**src/rtl/reglist_seq_encoder.sv**
```systemverilog
// Register-list sequencer: turns a 16-bit LDM/STM register list into one register index per accepted beat.
// Optional REGLIST_DESCENDING_EN adds a 'descending' input that emits the highest register first.
module reglist_seq_encoder #(
    parameter int N_REGS = 16,
    parameter int IDX_W  = 4,
    parameter int CNT_W  = 5
) (
    input  logic              clk,
    input  logic              rst_n,
    input  logic              start,
    input  logic [N_REGS-1:0] reg_list,
`ifdef REGLIST_DESCENDING_EN
    input  logic              descending,
`endif
    input  logic              reg_ready,
    output logic              busy,
    output logic              reg_valid,
    output logic [IDX_W-1:0]  reg_idx,
    output logic [CNT_W-1:0]  beat_num,
    output logic              first,
    output logic              last,
    output logic [CNT_W-1:0]  total,
    output logic              done,
    output logic              empty_list
);

    typedef enum logic [1:0] {IDLE, SCAN, DONE} state_t;

    state_t             state, state_nxt;
    logic [N_REGS-1:0]  pending;
    logic [CNT_W-1:0]   beat_cnt;
    logic [CNT_W-1:0]   total_q;
    logic               empty_q;
    logic               scan_desc;
    logic [IDX_W-1:0]   cur_idx;
    logic               one_left;
    logic               accept;

    function automatic logic [IDX_W-1:0] sel_index(input logic [N_REGS-1:0] m,
                                                   input logic hi_first);
        sel_index = '0;
        if (hi_first) begin
            for (int i = 0; i < N_REGS; i++)
                if (m[i]) sel_index = IDX_W'(i);
        end else begin
            for (int i = N_REGS - 1; i >= 0; i--)
                if (m[i]) sel_index = IDX_W'(i);
        end
    endfunction

    function automatic logic [CNT_W-1:0] popcount(input logic [N_REGS-1:0] m);
        popcount = '0;
        for (int i = 0; i < N_REGS; i++)
            popcount = popcount + CNT_W'(m[i]);
    endfunction

    // Index comes from the registered pending mask only, so it is stable for the whole cycle.
    assign cur_idx  = sel_index(pending, scan_desc);
    assign one_left = (pending != '0) && ((pending & (pending - N_REGS'(1))) == '0);
    assign accept   = (state == SCAN) && reg_ready;

    always_comb begin
        state_nxt = state;
        case (state)
            IDLE: if (start) state_nxt = (reg_list != '0) ? SCAN : DONE;
            SCAN: if (accept && one_left) state_nxt = DONE;
            DONE: state_nxt = IDLE;
            default: state_nxt = IDLE;
        endcase
    end

    always_ff @(posedge clk) begin
        if (!rst_n) state <= IDLE;
        else        state <= state_nxt;
    end

    always_ff @(posedge clk) begin
        if (!rst_n) begin
            pending  <= '0;
            beat_cnt <= '0;
            total_q  <= '0;
            empty_q  <= 1'b0;
        end else if (state == IDLE && start) begin
            pending  <= reg_list;
            beat_cnt <= '0;
            total_q  <= popcount(reg_list);
            empty_q  <= (reg_list == '0);
        end else if (accept) begin
            pending  <= pending & ~(N_REGS'(1) << cur_idx);
            beat_cnt <= beat_cnt + CNT_W'(1);
        end
    end

`ifdef REGLIST_DESCENDING_EN
    always_ff @(posedge clk) begin
        if (!rst_n)                     scan_desc <= 1'b0;
        else if (state == IDLE && start) scan_desc <= descending;
    end
`else
    assign scan_desc = 1'b0;
`endif

    assign busy       = (state != IDLE);
    assign reg_valid  = (state == SCAN);
    assign reg_idx    = reg_valid ? cur_idx : '0;
    assign beat_num   = beat_cnt;
    assign first      = reg_valid && (beat_cnt == '0);
    assign last       = reg_valid && one_left;
    assign total      = total_q;
    assign done       = (state == DONE);
    assign empty_list = done && empty_q;

endmodule

```
**config.mk**
```make
export PLATFORM = sky130hd
export DESIGN_NAME = reglist_seq_encoder
export DESIGN_NICKNAME = d
export VERILOG_FILES = /design/src/rtl/reglist_seq_encoder.sv
export SDC_FILE = /design/constraint.sdc
export NUM_CORES = 1
export LEC_CHECK = 0
export CORE_ASPECT_RATIO = 0.8
export CORE_MARGIN = 4
export CORE_UTILIZATION = 47
export DETAILED_ROUTE_END_ITERATION = 12
export PLACE_DENSITY = 0.76
export SLEW_MARGIN = 30
export SYNTH_ARGS = -nofsm -noshare
export SYNTH_HDL_FRONTEND = slang
export SYNTH_SLANG_ARGS = --single-unit
```
**constraint.sdc**
```tcl
create_clock -name clk -period 3.85 [get_ports clk]
set_input_delay 0.9625 -clock clk [delete_from_list [all_inputs] [get_ports clk]]
set_output_delay 0.9625 -clock clk [all_outputs]
set_load 0.01 [all_outputs]
```
==> impl_metrics.tcl, run 1 <==
set metrics [dict create \
    outcome "completed" \
    drt-wirelength-per-cell_um 15.06 \
    synth_area_mm2 0.002157 \
    dieHeight_um 68.60 \
    vias_per_cell 5.440 \
    htreeDepth 2 \
    cts_tree "yes" \
    layout.core_utilization_pct 65.68 \
    antenna-diode-count 0 \
    critPathBufInv 4 \
    antenna_found_initial 0 \
    vias 2051 \
    tightest_slew_ns 0.7417 \
    ys_types 48 \
    core_area_mm2 0.004309 \
    synth_top_cell_by_area "dfxtp_1" \
    synth_edf_count 0 \
    drc 0 \
    fp-row-count 21 \
    peakVddDrop_mv 0.3195 \
    async_flop_share_pct 0 \
    start_util_pct 50.06 \
    hold_depth 2 \
    cpMostUsedCell "fa_1" \
    ant_nets 0 \
    cap_violations 0 \
    p_per_area_mw_per_mm2 493.7 \
    synth.avg_cell_area_um2 7.989 \
    synth_top_area_share_pct 26.91 \
    setup_viol 0 \
    clkTransAtPathRegs_ns 0.06 \
    critPathLaunchType "primary input" \
    grt_pass1_vias 1932 \
    critPathRequiredTime_ns 4.06 \
    drive_above_1_share_pct 18.13 \
    setup_ws_ns 0.02472 \
    die_w_um 83.74 \
    r2r_end "state[0]" \
    grt.overflow.total 0 \
    final_common_cell "clkdlybuf4s50_1" \
    cts_root_buffer "clkbuf_8" \
    crit_family "adder cells" \
    track_usage_pct 21.11 \
    cp-end-kind "flip-flop" \
    max_freq_ghz 0.2614 \
    nNetsFinal 357 \
    clock_sinks 29 \
    arrival_ns 4.04 \
    synthFlopType "dfxtp_1" \
    clk-insertion-delay-late_ns 0.28 \
    finalCriticalPeriod_ns 3.825 \
    gp_congestion 0.8481 \
    ioPinCount 40 \
    crit_chain "buf_2 -> fa_1 -> fa_1 -> inv_1 -> fa_2 -> fa_1 -> inv_2 -> ha_4 -> inv_2 -> fa_2 -> nor2b_1 -> o211ai_1 -> a21oi_1" \
    fillers 360 \
    drv_slew 0 \
    rsz0062_at_grt "yes" \
    finalCritPeriodShare_pct 99.36 \
    finalClockSkew_ns 0.001488 \
    min_from "total[4]" \
    criticalPathCategory "in2reg" \
    final_cell_mix "30 x clkdlybuf4s50_1, 29 x dfxtp_1, 25 x nand2_1" \
    cts_buffers 5 \
    hold_violations 0 \
    max_slew_margin_pct 50.56 \
    regToRegStartpoint "pending[2]" \
    ys_seq_area_share_pct 26.91 \
    cpPeakStageDelay_ns 0.53 \
    crit_slowest_cell "fa_2" \
    grt_pass1_wl_um 9618 \
    synthCells 270 \
    dp.final_hpwl_um 4412 \
    dr.first_iter.drc_count 175 \
    grt_max_degree 22 \
    dp_worst_setup_slack_ns -0.8139 \
    syn_to_final_growth_pct 31.21 \
    ys_ff_latch 29 \
    hold_end "total[4]" \
    die-area_mm2 0.005744 \
    synthTopCellsByArea "dfxtp_1 27%, fa_1 9.3%, inv_1 5.0%" \
    clockBufferDepth 2 \
    synth_nets 308 \
    path_max_fanout 2 \
    hold_class "reg2reg" \
    rr_worst_depth 5 \
    rrSetupSlack_ns 1.82 \
    dr.pass1.iters 4 \
    routed_wl_um 5676 \
    whs_ns 0.4694 \
    cts_hold_buf 0 \
    portBuffers 39 \
    synth_warnings 0 \
    leakagePower_uw 0.001148 \
]
[sequential cells by signal, indices dropped and copies added, names as in the netlist]
name / cells
pending: 16
state: 2
empty_q: 1
beat_num: 5
total: 5
[cells in the mapped netlist (3+ instances only)]
cell type and count:
xnor2_1 3, ha_1 8, nand4_1 5, nor3_1 5, mux2i_1 4, a21oi_1 16
nor4_1 3, dfxtp_1 29, a311oi_1 5, nor2b_1 3, inv_1 29, or3_1 5
nand2b_1 11, o21ai_0 5, nand3_1 15, nor2_1 24, clkbuf_1 15, nand3b_1 3
o211ai_1 9, and2_1 4, xor2_1 3, nand2_1 25, fa_1 10, o311a_1 3
[worst max-delay path by stage]
stage	cells past startpoint	start	slack, ns	endpoint
floorplan	12	reg_list[9]	-0.05	total[2]
global placement	13	reg_list[9]	-0.78	total[2]
detailed placement	13	reg_list[9]	-0.81	total[2]
CTS	13	reg_list[1]	-0.09	total[4]
global route	13	reg_list[0]	-0.1	total[4]
finish	13	reg_list[13]	0.02	total[4]
[timing repair]
item / 4_1_cts / 5_1_grt
setup endpoints to repair: 5 / 4
pin swaps: 16 / 14
setup buffers: 1 / 0
resized for setup: 45 / 3
[layer usage]
metal | up-vias | track usage, % | wire, um
met5 | - | 0 | 0
met4 | 0 | 6.627 | 29
met3 | 3 | 5.463 | 354
met2 | 59 | 33.04 | 2628
met1 | 957 | 28.82 | 2664
li1 | 1032 | - | -
[power breakdown]
group	internal (uW)	total, uW	leakage, uW	switching (uW)
clock network	211	330	0.0000585	119
logic	338	667	0.000852	329
registers	339	401	0.000238	61.8
[kinds of logic after synthesis]
family / Yosys count / share of synthesized area, %
and+or+nand+nor: 113 / 28.48
AOI/OAI and AO/OA: 51 / 16.88
buffers and inverters: 47 / 8.526
DFF: 29 / 26.91
adders and majority gates: 20 / 14.91
xor gates and xnor gates: 6 / 2.437
muxes: 4 / 1.856
[cell type report]
class                      instances  area, um2  share of cell area, %
multi-input combinational        194       1419                  50.13
tap                               57      71.32                  2.520
timing repair buffer              58      519.2                  18.35
inverter                          31      123.9                  4.377
clock inverter                     1      30.03                  1.061
clock buffer                       7      86.33                  3.050
sequential                        29      580.6                  20.51
[tightest hold or removal path, delay by kind of cell, from the launching register on]
family	cells	cell delay, ns
flip-flops	1	0.31
AO/OA/AOI/OAI	1	0.06
AND/OR/NAND/NOR	1	0.05
[stage by stage]
stage	power (uW)	area, um2	cells	setup TNS (ns)
global route	1492	2830	377	-0.2358
global placement	1033	2708	368	-3.334
finish	1397	2830	377	0
detailed placement	1047	2708	368	-3.446
CTS	1400	2815	377	-0.2178
floorplan	828.3	2178	270	-0.1360
(Power assumes the default switching activity.)
==> inputs of run 2 (changes only) <==
--- a/config.mk
+++ b/config.mk
@@ -5,6 +5,7 @@
 export SDC_FILE = /design/constraint.sdc
 export NUM_CORES = 1
 export LEC_CHECK = 0
+export CAP_MARGIN = 20
 export CORE_ASPECT_RATIO = 0.8
 export CORE_MARGIN = 4
 export CORE_UTILIZATION = 47
==> results of run 2 <==
The final DEF is identical to that of run 1; final timing and power are the same.
